**config.mk**
```make
export PLATFORM = sky130hd
export DESIGN_NAME = player_move_animator
export DESIGN_NICKNAME = d
export VERILOG_FILES = /design/src/rtl/player_move_animator.sv
export SDC_FILE = /design/constraint.sdc
export NUM_CORES = 1
export LEC_CHECK = 0
export CAP_MARGIN = 15
export CORE_AREA = 8 8 144 146
export CTS_BUF_LIST = sky130_fd_sc_hd__clkbuf_8
export DETAILED_ROUTE_END_ITERATION = 8
export DIE_AREA = 0 0 152 154
export GPL_ROUTABILITY_DRIVEN = 0
export HOLD_SLACK_MARGIN = 0.03
export RECOVER_POWER = 50
export SYNTH_ARGS = -nofsm -noshare
export SYNTH_HDL_FRONTEND = slang
export SYNTH_SLANG_ARGS = --single-unit
```
**constraint.sdc**
```tcl
create_clock -name clk -period 5.9 [get_ports clk]
set_clock_uncertainty 0.15 [all_clocks]
set_input_delay 1.18 -clock clk [delete_from_list [all_inputs] [get_ports clk]]
set_output_delay 1.18 -clock clk [all_outputs]
set_load 0.1 [all_outputs]
```
**src/rtl/player_move_animator.sv**
```systemverilog
`default_nettype none
// ============================================================================
// Module   : player_move_animator
// Purpose  : UI-side responder for the game controller's position handshake.
//            Steps the mover's displayed tile one square at a time toward its
//            committed position, then plays the landing event (move-back or
//            timed hold) and returns a single-cycle turn_done.
// Ports    :
//   clk           system clock (single domain)
//   reset_n       asynchronous active-low reset
//   pos_valid     controller level, high while a position update is pending
//   turn          mover identity (0 = player 1, 1 = player 2)
//   p1_pos/p2_pos committed positions
//   event_flag    landing event code (1 none, 2/4/6/8 hold, 3 back, 10 win)
//   winner_valid  game over
//   disp_p1_pos/disp_p2_pos  displayed positions for the renderer
//   turn_done     single-cycle completion pulse
//   anim_busy     high in every state except IDLE
//   anim_player   player latched for the current animation
//   debug_state   current state encoding
// Revision : 1.0 - initial release
// ============================================================================
module player_move_animator #(
  parameter int STEP_CYCLES       = 25_000_000,
  parameter int EVENT_HOLD_CYCLES = 50_000_000,
  parameter int MAX_POS           = 10
) (
  input  logic       clk,
  input  logic       reset_n,
  input  logic       pos_valid,
  input  logic       turn,
  input  logic [3:0] p1_pos,
  input  logic [3:0] p2_pos,
  input  logic [3:0] event_flag,
  input  logic       winner_valid,
  output logic [3:0] disp_p1_pos,
  output logic [3:0] disp_p2_pos,
  output logic       turn_done,
  output logic       anim_busy,
  output logic       anim_player,
  output logic [2:0] debug_state
);

  localparam logic [31:0] c_step_last = 32'(STEP_CYCLES - 1);
  localparam logic [31:0] c_hold_last = 32'(EVENT_HOLD_CYCLES - 1);
  localparam logic [3:0]  c_max_pos   = 4'(MAX_POS);

  typedef enum logic [2:0] {
    IDLE      = 3'd0,
    FWD_MOVE  = 3'd1,
    WAIT_DROP = 3'd2,
    EVT_MOVE  = 3'd3,
    EVT_HOLD  = 3'd4
  } state_t;

  state_t      state_q, state_d;
  logic        pv_dly_q, pv_dly_d;
  logic [31:0] step_cnt_q, step_cnt_d;
  logic [31:0] hold_cnt_q, hold_cnt_d;
  logic [3:0]  disp_p1_q, disp_p1_d;
  logic [3:0]  disp_p2_q, disp_p2_d;
  logic        anim_player_q, anim_player_d;
  logic        turn_done_q, turn_done_d;
  logic        anim_busy_q, anim_busy_d;

  logic [3:0]  clamp_p1;
  logic [3:0]  clamp_p2;
  logic [3:0]  target;
  logic [3:0]  cur_pos;
  logic [3:0]  step_pos;
  logic        pv_rise;
  logic        step_now;
  logic        no_event;

  function automatic logic [3:0] clamp_pos(input logic [3:0] p);
    return (p > c_max_pos) ? c_max_pos : p;
  endfunction

  always_comb begin
    clamp_p1 = clamp_pos(p1_pos);
    clamp_p2 = clamp_pos(p2_pos);
    target   = anim_player_q ? clamp_p2 : clamp_p1;
    cur_pos  = anim_player_q ? disp_p2_q : disp_p1_q;
    // Target is never negative, so a decrement never happens at tile 0.
    step_pos = (cur_pos < target) ? (cur_pos + 4'd1) : (cur_pos - 4'd1);
    pv_rise  = pos_valid & ~pv_dly_q;
    no_event = winner_valid || (event_flag == 4'd1) || (event_flag == 4'd10);
  end

  always_comb begin
    state_d       = state_q;
    pv_dly_d      = pos_valid;
    step_cnt_d    = step_cnt_q;
    hold_cnt_d    = hold_cnt_q;
    disp_p1_d     = disp_p1_q;
    disp_p2_d     = disp_p2_q;
    anim_player_d = anim_player_q;
    turn_done_d   = 1'b0;
    step_now      = 1'b0;

    case (state_q)
      IDLE: begin
        if (pv_rise) begin
          anim_player_d = turn;
          step_cnt_d    = 32'd0;
          state_d       = FWD_MOVE;
        end else begin
          // Resync only while no animation is being started: the committed
          // positions arrive together with the pos_valid rise, and copying
          // them in that cycle would make the mover jump to its target.
          disp_p1_d = clamp_p1;
          disp_p2_d = clamp_p2;
        end
      end

      FWD_MOVE, EVT_MOVE: begin
        if (cur_pos == target) begin
          turn_done_d = 1'b1;
          state_d     = (state_q == FWD_MOVE) ? WAIT_DROP : IDLE;
        end else if (step_cnt_q == c_step_last) begin
          step_cnt_d = 32'd0;
          step_now   = 1'b1;
        end else begin
          step_cnt_d = step_cnt_q + 32'd1;
        end
      end

      WAIT_DROP: begin
        // When pos_valid is seen low the event and positions already hold
        // the controller's post-landing values.
        if (!pos_valid) begin
          if (no_event) begin
            state_d = IDLE;
          end else if (cur_pos != target) begin
            step_cnt_d = 32'd0;
            state_d    = EVT_MOVE;
          end else begin
            hold_cnt_d = 32'd0;
            state_d    = EVT_HOLD;
          end
        end
      end

      EVT_HOLD: begin
        if (hold_cnt_q == c_hold_last) begin
          turn_done_d = 1'b1;
          state_d     = IDLE;
        end else begin
          hold_cnt_d = hold_cnt_q + 32'd1;
        end
      end

      default: begin
        state_d = IDLE;
      end
    endcase

    if (step_now) begin
      if (anim_player_q) begin
        disp_p2_d = step_pos;
      end else begin
        disp_p1_d = step_pos;
      end
    end

    anim_busy_d = (state_d != IDLE);
  end

  always_ff @(posedge clk or negedge reset_n) begin
    if (!reset_n) begin
      state_q       <= IDLE;
      // Reset high so a pos_valid already high at release is not taken as a
      // new update; a real fall and rise is required to start an animation.
      pv_dly_q      <= 1'b1;
      step_cnt_q    <= 32'd0;
      hold_cnt_q    <= 32'd0;
      disp_p1_q     <= 4'd0;
      disp_p2_q     <= 4'd0;
      anim_player_q <= 1'b0;
      turn_done_q   <= 1'b0;
      anim_busy_q   <= 1'b0;
    end else begin
      state_q       <= state_d;
      pv_dly_q      <= pv_dly_d;
      step_cnt_q    <= step_cnt_d;
      hold_cnt_q    <= hold_cnt_d;
      disp_p1_q     <= disp_p1_d;
      disp_p2_q     <= disp_p2_d;
      anim_player_q <= anim_player_d;
      turn_done_q   <= turn_done_d;
      anim_busy_q   <= anim_busy_d;
    end
  end

  assign disp_p1_pos = disp_p1_q;
  assign disp_p2_pos = disp_p2_q;
  assign turn_done   = turn_done_q;
  assign anim_busy   = anim_busy_q;
  assign anim_player = anim_player_q;
  assign debug_state = state_q;

endmodule
`default_nettype wire

```
==> summary.txt <==
Status
  – Status: complete, no violations

Run
  – Total of max-cap violations: 0

Setup path
  – Worst setup EP type: register
  – Critical Path RT: 5.98 ns
  – Critical path's most frequent cell: a21oi_1
  – Highest-delay cell along the critical path: dlygate4sd3_1
  – Critical path class: in -> reg
  – Flop2flop setup slack: 2.57 ns
  – Worst path bufs/invs: 2
  – Crit-path max FO: 16
  – R2r endpoint: step_cnt_q[10]
  – Critical path data arrival time: 4.11 ns
  – Critical R2R Launch: anim_player
  – CP top delay family: buffers and inverters
  – Reg2Reg Depth: 8
  – CP max stage delay: 0.66 ns
  – CP cell instances: dlygate4sd3_1 > a21oi_1 > mux2_2 > ha_1 > nand4_1 > nand2_1 > o311a_1 > buf_4 > nor2_4 > a21oi_1 > a31oi_1
  – Startpoint Class: input pin

Drt
  – Drt total wl: roughly 11000 um
  – Initial drt markers: roughly 300
  – Vias per inst: 4.88
  – ANT nets after route: 0
  – Total number of vias: 3735
  – TritonRoute pass-1 iters: 7
  – Drc violations: 0
  – Wirelength per Cell: 13.8 um

Timing
  – Fin. max-slew vios: 0
  – Max Freq: between 200 and 250 MHz
  – Final hold vios: 0
  – Final setup TNS: 0 ns
  – Worst-Margin Slew: 1.02 ns
  – Fin crit share: 68.3%
  – RSZ-0062 raised after global routing: no
  – Slew HR: 31.9%
  – Tmin final: just over 4 ns
  – Setup violations, final: 0
  – Worst hold slack: 0.363 ns

Pwr
  – Logic pwr share: 51.2%
  – Net Sw Frac: 49.1%
  – Part of the power in the clock network: 14.3%
  – Pwr per Cell Area: about 490 nW/um^2
  – Sequential Power Share: 34.5%
  – NetSw: 1.27 mW
  – Peak supply drop: 121 uV
  – LEAKAGE: between 2 and 2.5 nW
  – Internal power: 1.31 mW

Worst hold path
  – Hold path cells: 1
  – Worst Hold Class: reg -> reg
  – Worst Min Path Start: step_cnt_q[11]
  – Worst hold endpoint: step_cnt_q[11]

GRT
  – First-pass GRT wire length: 18200 um
  – Grt ovf: 0
  – GRT Overall Usage: 9.24%
  – Vias in the first global route: 3614
  – Initial antenna violation count: 0
  – Largest net degree at the start of global routing: 80

Clocking
  – CTS Hold Bufs: 0
  – CTS resizes: 0
  – Root Driver: clkbuf_8
  – Reg clk slew, reported paths: 0.08 ns
  – Post-CTS Setup Repair Bufs: 0
  – Num CTS Buffers: 9
  – H-tree Lvls: 3
  – Worst skew pair latency: 0.35 ns
  – Sink Count: 79
  – Clock buffer depth: 2
  – CTS tree: yes

Synthesis
  – Cells after synthesis: 500
  – Top_reg_cell synth: dfrtp_1
  – Syn Std Cell Area: 4520 um^2
  – Post-synthesis register bit count: 79
  – Post-synth top cells: dfrtp_1, nor2_1, nand2_1, o21ai_0, nand3_1
  – Async S/R FF share, synth: 100%
  – Seq/Total Area, Yosys: 43.7%
  – Synth top area share: around 43%
  – Synth top area cells: dfrtp_1, nor2_1, xnor2_1, o21ai_0, xor2_1
  – Syn nets: 526
  – Count leader, synth: dfrtp_1
  – Synth warn: 0
  – Count of cell types in the netlist: 51
  – Number of synthesized flops with an enable pin: 0
  – Syn avg cell area: 9.05 um^2
  – Cell taking the most area after synthesis: dfrtp_1

Placement
  – Post-DP HPWL: 7340 um
  – PortBufs: 30

Die
  – Die area: ~23000 um^2
  – Initial cell density of the core: 24.5%
  – Die H: 154 um
  – Row count: 50
  – Die W: 152 um
  – Core Area: 18500 um^2
  – IO Pins: 31

Layout
  – ANT cells: 0
  – Layout cells sized above 1: 9.42%
  – Synthesis-to-layout area growth: 15.8%
  – Fill cell count: 1970
  – Final core occ: between 20 and 30%
  – # nets final: 552
==> cells by family after synthesis <==
family,after synthesis,share of synthesized area [%]
buffers and inverters,28,2.79
adder cells (fa/ha/maj),9,2.65
multiplexers,15,3.62
XOR/XNOR,41,7.94
AND/OR/NAND/NOR,247,29.2
AO/OA/AOI/OAI,81,10.0
flip-flops,79,43.7
==> worst max-delay path by stage <==
stage | start | to | cells after the start
6_report | p1_pos[3] | step_cnt_q[5] | 11
5_1_grt | p1_pos[3] | step_cnt_q[20] | 11
4_1_cts | p1_pos[3] | disp_p1_pos[3] | 14
3_5_place_dp | p1_pos[3] | disp_p1_pos[3] | 14
3_3_place_gp | p2_pos[3] | disp_p1_pos[3] | 14
2_1_floorplan | anim_player | disp_p1_pos[3] | 14
==> area by class of cell <==
class	count	area, um^2	share of cell area [%]
Clock inverter	5	23.8	0.454
Tap cell	234	293	5.59
Sequential cell	79	1980	37.7
Multi-Input combinational cell	393	2430	46.4
Inverter	9	33.8	0.645
Clock buffer	11	151	2.89
Timing Repair Buffer	34	328	6.25
==> state kept, by name, indices dropped and copies added (netlist names) <==
register and count:
hold_cnt_q 32, anim_player 1, debug_state 3, disp_p2_pos 4, step_cnt_q 32, anim_busy 1
pv_dly_q 1, turn_done 1, disp_p1_pos 4
==> cell usage in the layout, fill, tap and decap left out, types with 4 or more instances in the layout <==
cell type / netlist / layout
o21ai_0: 36 / 36
nor4_2: 5 / 4
o31ai_1: 5 / 5
xor2_1: 19 / 19
nor2_1: 66 / 66
or3_1: 6 / 6
nor4b_1: 4 / 4
nor2b_1: 4 / 4
mux2_2: 11 / 11
ha_1: 8 / 8
dlygate4sd3_1: 0 / 5
inv_1: 8 / 9
nand3_1: 32 / 32
o21ai_1: 6 / 6
nand4_1: 25 / 25
nand2_1: 42 / 42
clkinv_2: 0 / 4
clkbuf_8: 0 / 11
a31oi_1: 10 / 10
nor4_1: 8 / 8
nand2b_1: 6 / 6
nor3_1: 8 / 8
dfrtp_1: 78 / 78
clkdlybuf4s50_1: 0 / 24
and4_1: 6 / 6
buf_4: 1 / 5
a21oi_1: 17 / 17
xnor2_1: 22 / 22
and3_1: 16 / 16
mux2i_1: 4 / 4
==> through the flow <==
stage                     area [um^2]  power [mW]  std cells  setup WS [ns]
after global placement           5070        2.21        749           1.62
final                            5240        2.58        765           1.87
after detailed placement         5070        2.23        749           1.56
after CTS                        5240        2.61        765           1.96
after floorplan                  4520        1.92        500           1.93
after global routing             5240        2.78        765           1.64
==> routing by layer <==
| layer | track usage (%) | up-vias | wire length (um) |
|---|---|---|---|
| met1 | 12.4 | 1800 | 5320 |
| met5 | 0 | - | 0 |
| met4 | 4.85 | 0 | 172 |
| met3 | 2.16 | 15 | 409 |
| li1 | - | 1846 | - |
| met2 | 13.6 | 74 | 4640 |
==> power by group through the flow <==
stage	sequential [mW]	clock (mW)	combinational (mW)
2_1_floorplan	1.13	0	0.789
3_3_place_gp	0.896	0	1.31
3_5_place_dp	0.897	0	1.33
4_1_cts	0.891	0.382	1.33
5_1_grt	0.923	0.404	1.46
6_report	0.890	0.369	1.32
Note: power is estimated with default switching activity, not from simulation.
